## src/rtl/multiples_scanner.sv

```systemverilog
// multiples_scanner: sweeps num over [lo..hi] (5-bit wrap) and tallies classifier flags; optional SCAN_PAUSE_EN adds a pause input
module multiples_scanner #(
  parameter int CW = 6
) (
  input  logic          clk,
  input  logic          rst,
`ifdef SCAN_PAUSE_EN
  input  logic          pause,
`endif
  input  logic          start,
  input  logic [4:0]    lo,
  input  logic [4:0]    hi,
  output logic [4:0]    num,
  input  logic          mul2,
  input  logic          mul3,
  input  logic          mul4,
  input  logic          mul5,
  input  logic          mul235,
  output logic          busy,
  output logic          done,
  output logic [CW-1:0] cnt2,
  output logic [CW-1:0] cnt3,
  output logic [CW-1:0] cnt4,
  output logic [CW-1:0] cnt5,
  output logic [CW-1:0] cnt235
);
  typedef enum logic [1:0] {IDLE, SCAN, DONE} state_t;
  state_t state;
  logic [4:0] hi_q;
  logic [CW-1:0] cnt [5];
  logic [4:0] flags;
  logic adv;
  assign flags = {mul235, mul5, mul4, mul3, mul2};
`ifdef SCAN_PAUSE_EN
  assign adv = !pause;
`else
  assign adv = 1'b1;
`endif
  assign cnt2 = cnt[0];
  assign cnt3 = cnt[1];
  assign cnt4 = cnt[2];
  assign cnt5 = cnt[3];
  assign cnt235 = cnt[4];
  always_ff @(posedge clk) begin
    if (rst) begin
      state <= IDLE;
      num <= '0;
      hi_q <= '0;
      busy <= 1'b0;
      done <= 1'b0;
      for (int i = 0; i < 5; i++) cnt[i] <= '0;
    end else begin
      case (state)
        IDLE: begin
          done <= 1'b0;
          if (start) begin
            hi_q <= hi;
            num <= lo;
            busy <= 1'b1;
            state <= SCAN;
            for (int i = 0; i < 5; i++) cnt[i] <= '0;
          end
        end
        SCAN: if (adv) begin
          // saturating tallies: only reachable when CW is overridden below 6
          for (int i = 0; i < 5; i++)
            if (flags[i] && cnt[i] != '1) cnt[i] <= cnt[i] + CW'(1);
          if (num == hi_q) begin
            state <= DONE;
            busy <= 1'b0;
            done <= 1'b1;
          end else begin
            num <= num + 5'd1;
          end
        end
        DONE: begin
          done <= 1'b0;
          state <= IDLE;
        end
        default: state <= IDLE;
      endcase
    end
  end
endmodule

```

## config.mk

```make
export PLATFORM = sky130hd
export DESIGN_NAME = multiples_scanner
export DESIGN_NICKNAME = d
export VERILOG_FILES = /design/src/rtl/multiples_scanner.sv
export SDC_FILE = /design/constraint.sdc
export NUM_CORES = 1
export LEC_CHECK = 0
export CAP_MARGIN = 10
export CORE_AREA = 2 2 68 70
export DETAILED_ROUTE_END_ITERATION = 16
export DIE_AREA = 0 0 70 72
export PLACE_DENSITY = 0.82
export SKIP_LAST_GASP = 1
export SLEW_MARGIN = 5
export SYNTH_ARGS = -nofsm -noshare
export SYNTH_HDL_FRONTEND = slang
export SYNTH_SLANG_ARGS = --single-unit
```

## constraint.sdc

```tcl
create_clock -name clk -period 4.9 [get_ports clk]
set_clock_uncertainty 0.2 [all_clocks]
set_input_delay 0.98 -clock clk [delete_from_list [all_inputs] [get_ports clk]]
set_output_delay 0.98 -clock clk [all_outputs]
set_load 0.02 [all_outputs]
```

== Word-level counts from Yosys, hierarchy flattened ==
Memories as Yosys holds them, arrays and structs flattened.
Cells that the tools add are included.
Widths: inputs -> output; s select.
Storage, ports and cells
  input bits: 18
  output and inout bits: 37
  memories kept: 1
  logic and storage cells: 94
  RAM bits: 30
  bits in registers: 14
Cells by class
  reductions and logical operators: 14
  muxes and demuxes: 47
  add/subtract/negate cells: 6
  bitwise gates (word level): 10
  eq/ne operators: 11
Memories
  cnt: depth 5, bits a word 6, rd ports 5, clocked after memory_dff 0, write ports 5, line 30  | logic [CW-1:0] cnt [5];
Operators with widths (number)
  $mux 6: 10
  $add 6x1->6 const B: 5
  $ne 6x6->1 const B: 5
  $mux 1: 29
  $mux 5: 2
  $or 1x1->1: 10
  $pmux 5 s2: 1
  $ne 2x2->1 const B: 3
  $reduce_and 2->1: 3
  $reduce_and 3->1: 2
  $add 5x1->5 const B: 1
  $eq 5x5->1: 1
  $logic_and 1x1->1: 5
  $mux 2: 2
  $pmux 1 s2: 2
  $pmux 2 s2: 1
  $reduce_bool 2->1: 2
  $eq 2x1->1 const B: 1
  $eq 2x2->1 const B: 1
  $logic_not 2->1: 1
  $reduce_or 2->1: 1

== Longest topological paths before layout ==
An unclocked memory read counts as a cell.
  word-level depth: 8
  depth in mapped cells: 7

== Worst setup path after synthesis ==
OpenSTA, ideal clock, no wires.
  kind: input to register
  start: input rst
  end: memory cnt[0][0] (data pin)
  cell stages on the path: 6
  arrival: 1.971 ns
  data required time: 4.436 ns
  setup slack: 2.464 ns
  path buffers: 2
  path through: buf_2 -> nor2_2 -> o211a_1 -> a2111oi_4 -> buf_6 -> nor2_1
RTL lines
  start: declaration: line 6  | input logic rst,
  end: declaration: line 30

==> impl_metrics.csv <==
group,metric,value,unit
outcome,run_status,"finished clean",
setup_path,crit_top_cell,"sky130_fd_sc_hd__buf_4",
worst_hold_path,worst_hold_path.endpoint,"hi_q[3]",
logic_synthesis,syn_avg_cell_area,10.5,µm²
placed_design,placed_cell_area,2760,µm²
clocking,cts.path.max_buffers,2,
logic_synthesis,synthesis.instances,209,
setup_path,cp.buffers_inverters,3,
finish,final_layout_size_suffix_gt1_frac,0.0674,
routing,vias_per_cell,5.34,
global_route,groute.usage.overall,0.180,
power_and_ir_drop,static-leakage-power,0.00109,µW
logic_synthesis,synth_fa_ha_area_frac,0.0343,
clocking,tritoncts,"built",
clocking,cts_made_buffers,5,
setup_path,data_required_time_at_the_worst_endpoint,4.75,ns
timing,period_needed,3.02,ns
setup_path,setup.reg_to_reg.worst_slack,2.40,ns
clocking,clkSinkCount,44,
logic_synthesis,synth_sequential_area_ratio,0.540,
setup_path,crit_chain,"clkdlybuf4s50_1 > buf_4 > nor2_2 > o211a_1 > a2111oi_4 > buf_4 > nor2_1",
floorplan,coreArea,4260,µm²
global_route,grt_pass1_vias,1624,
logic_synthesis,number_of_synthesized_flops_with_an_enable_pin,30,
finish,num-nets-final,290,
finish,nFillCells,342,
setup_path,worstSetupPathType,"in -> reg",
routing,routed_wire_length_per_instance,13.4,µm
setup_path,crit_arrival,2.87,ns
placed_design,port-buffer-count,54,
floorplan,num_io_pins,55,
setup_path,regToRegStartpoint,"cnt[0][24]",
logic_synthesis,synth.top_cells.by_count,"38 x sky130_fd_sc_hd__nor2_1, 30 x sky130_fd_sc_hd__edfxtp_1, 24 x sky130_fd_sc_hd__nand2_1",
placed_design,dpl.hpwl,3.22,mm
global_route,largest_net_degree_at_the_start_of_global_routing,18,
setup_path,critical_path_peak_fanout,17,
setup_path,worst_path_dominant_cell_family,"buffers and inverters",
setup_path,cp_slowest_stage_delay,0.56,ns
logic_synthesis,synth_async_sr_flop_share,0,
timing,tightestPinTransition,0.822,ns
logic_synthesis,synth_simple_gate_area_frac,0.208,
global_route,wire_length_of_the_first_global_routing_pass,7.20,mm
logic_synthesis,ys_types,36,
finish,final_design_area_no_fill,2920,µm²
logic_synthesis,postSynthNetCount,233,
floorplan,starting_density_of_the_core,0.513,
logic_synthesis,post_synth_instance_area,2190,µm²
logic_synthesis,ys_ff_latch,44,
setup_path,critPathCaptureType,"register",
finish,multi_input_comb_area,942,µm²
worst_hold_path,holdPathStages,2,
finish,register_area,1180,µm²
timing,finalHoldViolCount,0,
floorplan,num_rows,24,
placed_design,globalplace.congestion,0.752,
worst_hold_path,hold_path_startpoint,"hi_q[3]",
finish,diodes,0,
global_route,antenna_found_initial,0,
routing,antenna_violating_nets_post_route,0,
logic_synthesis,synth-xor-area-share,0.100,
power_and_ir_drop,irDropWorstVdd,0.209,mV
clocking,gates_resized_cts_repair,0,
timing,timing_max_transition_violations_final,0,
timing,fin_setup_tns,0,ns
clocking,ctsHtreeMaxLevel,2,
routing,num_vias,1702,
timing,max-slew-margin-rel,0.446,
timing,setup_violations,0,
clocking,clk_latency,0.29,ns
timing,grt_setup_unrepaired,"false",
logic_synthesis,most_common_cell_in_the_synthesized_netlist,"sky130_fd_sc_hd__nor2_1",
logic_synthesis,combinational_family_with_the_most_area_after_synthesis,"simple AND/OR/NAND/NOR gates",
timing,layout_worst_path_cycle_share,0.616,
routing,first_pass_iters,4,
power_and_ir_drop,power_per_cell_area,409,nW/µm²
setup_path,regToRegEndpoint,"cnt[0][2]",
clocking,clkSlewWorstSetupHoldPaths,0.08,ns
floorplan,chipWidth,70,µm
clocking,postCtsHoldBufs,0,
timing,max_clock_freq,331,MHz
floorplan,fp.dieArea,5040,µm²
logic_synthesis,ys.flop_type,"sky130_fd_sc_hd__edfxtp_1",
routing,totalWireLength,4.27,mm
finish,syn_to_final_growth,33.7,%
routing,drcViolationCount,0,
setup_path,critPathLaunchType,"input pin",
setup_path,critical-path-slowest-cell,"sky130_fd_sc_hd__a2111oi_4",
logic_synthesis,synth.largest_area_cell,"sky130_fd_sc_hd__edfxtp_1",
logic_synthesis,post-synth-top-area-fraction,0.412,
logic_synthesis,synth.area.top_cells,"sky130_fd_sc_hd__edfxtp_1 41%, sky130_fd_sc_hd__dfxtp_1 13%, sky130_fd_sc_hd__nor2_1 6.5%",
floorplan,floorplan.die.height,72,µm
routing,first_iter_violations,122,
logic_synthesis,share_of_cell_area_taken_by_muxes_after_synthesis,0.00515,
clocking,clockRootBuffer,"sky130_fd_sc_hd__clkbuf_8",
logic_synthesis,synth_compound_gate_area_share,0.0830,
setup_path,timing.reg2reg.worst_path_depth,7,
global_route,grt_overflow,0,
run,maxCapViolations,0,
logic_synthesis,yosys_warnings,0,
worst_hold_path,min_path_type,"reg -> reg",
clocking,postCtsSetupRepairBufs,0,
cell type report:
type / instances / area share
inverters: 1 / 0.00128
well taps: 52 / 0.0223
multi-input cells: 156 / 0.322
clock buffers: 5 / 0.0236
repair buffers: 58 / 0.195
flip-flops and latches: 44 / 0.404
clock inverters: 3 / 0.0308
per-stage QoR:
stage	power (µW)	hold WS (ns)	utilization	worst slack (ns)	instances
floorplan	699	0.248	-	2.46	209
global placement	824	0.254	0.648	1.67	311
detailed placement	831	0.261	0.648	1.56	311
CTS	1200	0.273	0.685	1.87	319
global route	1250	0.285	0.685	1.74	319
finish	1200	0.271	0.685	1.88	319
sequential cells by signal (all words and copies together), names as in the netlist:
signal and flops:
done 1, state 2, num 5, hi_q 5
cnt 30, busy 1
tightest hold or removal path: cells and delay by family, from the launching register on:
family | cells | cell delay (ns)
compound gates | 1 | 0.05
flops | 1 | 0.32
simple gates | 1 | 0.05
kinds of logic (layout without fill, tap and decap cells):
logic type | Yosys count | count (layout)
buffers and inverters | 9 | 67
xor gates and xnor gates | 25 | 25
AOI/OAI and AO/OA | 25 | 25
muxes | 1 | 1
adders and majority gates | 6 | 6
DFF | 44 | 44
and+or+nand+nor | 99 | 99
cell usage in the layout, fill, tap and decap left out:
master,count
sky130_fd_sc_hd__a2111oi_4,1
sky130_fd_sc_hd__a211oi_1,4
sky130_fd_sc_hd__a21oi_1,8
sky130_fd_sc_hd__a21oi_2,1
sky130_fd_sc_hd__a2bb2oi_1,1
sky130_fd_sc_hd__a31oi_1,1
sky130_fd_sc_hd__and3_1,3
sky130_fd_sc_hd__buf_4,4
sky130_fd_sc_hd__bufinv_16,3
sky130_fd_sc_hd__clkbuf_8,5
sky130_fd_sc_hd__clkdlybuf4s50_1,54
sky130_fd_sc_hd__dfxtp_1,14
sky130_fd_sc_hd__edfxtp_1,30
sky130_fd_sc_hd__ha_1,6
sky130_fd_sc_hd__inv_1,1
sky130_fd_sc_hd__mux2_2,1
sky130_fd_sc_hd__nand2_1,24
sky130_fd_sc_hd__nand2b_1,5
sky130_fd_sc_hd__nand3_1,11
sky130_fd_sc_hd__nand3b_1,1
sky130_fd_sc_hd__nand4_1,2
sky130_fd_sc_hd__nor2_1,38
sky130_fd_sc_hd__nor2_2,1
sky130_fd_sc_hd__nor2b_1,6
sky130_fd_sc_hd__nor3_1,3
sky130_fd_sc_hd__nor3_2,1
sky130_fd_sc_hd__nor3b_1,1
sky130_fd_sc_hd__nor4_1,2
sky130_fd_sc_hd__o211a_1,2
sky130_fd_sc_hd__o21ai_0,5
sky130_fd_sc_hd__o21ai_1,1
sky130_fd_sc_hd__o311a_1,1
sky130_fd_sc_hd__or3b_2,1
sky130_fd_sc_hd__xnor2_1,10
sky130_fd_sc_hd__xor2_1,15
power by group:
part / total (µW) / internal, µW / leakage, µW / switching [µW]
Sequential: 516 / 460 / 0.000443 / 56.2
Combinational: 305 / 147 / 0.000564 / 158
Clock: 374 / 255 / 0.0000784 / 119
Total: 1200 / 862 / 0.00109 / 334
metal layers:
layer  up-vias  track usage  wire, µm
met2        49        0.312      2120
li1        839            -         -
met4         0       0.0662        39
met1       810        0.225      1900
met3         4       0.0361       212
met5         -            0         0
worst max path at each step:
stage	from	end	cells past startpoint	slack, ns
2_1_floorplan	rst	cnt[0][0]	6	2.46
3_3_place_gp	rst	cnt[0][28]	7	1.67
3_5_place_dp	rst	cnt[0][5]	7	1.56
4_1_cts	rst	cnt[0][5]	7	1.87
5_1_grt	rst	cnt[0][5]	7	1.74
6_report	rst	cnt[0][2]	7	1.88
Power figures use the tool's default switching activity.
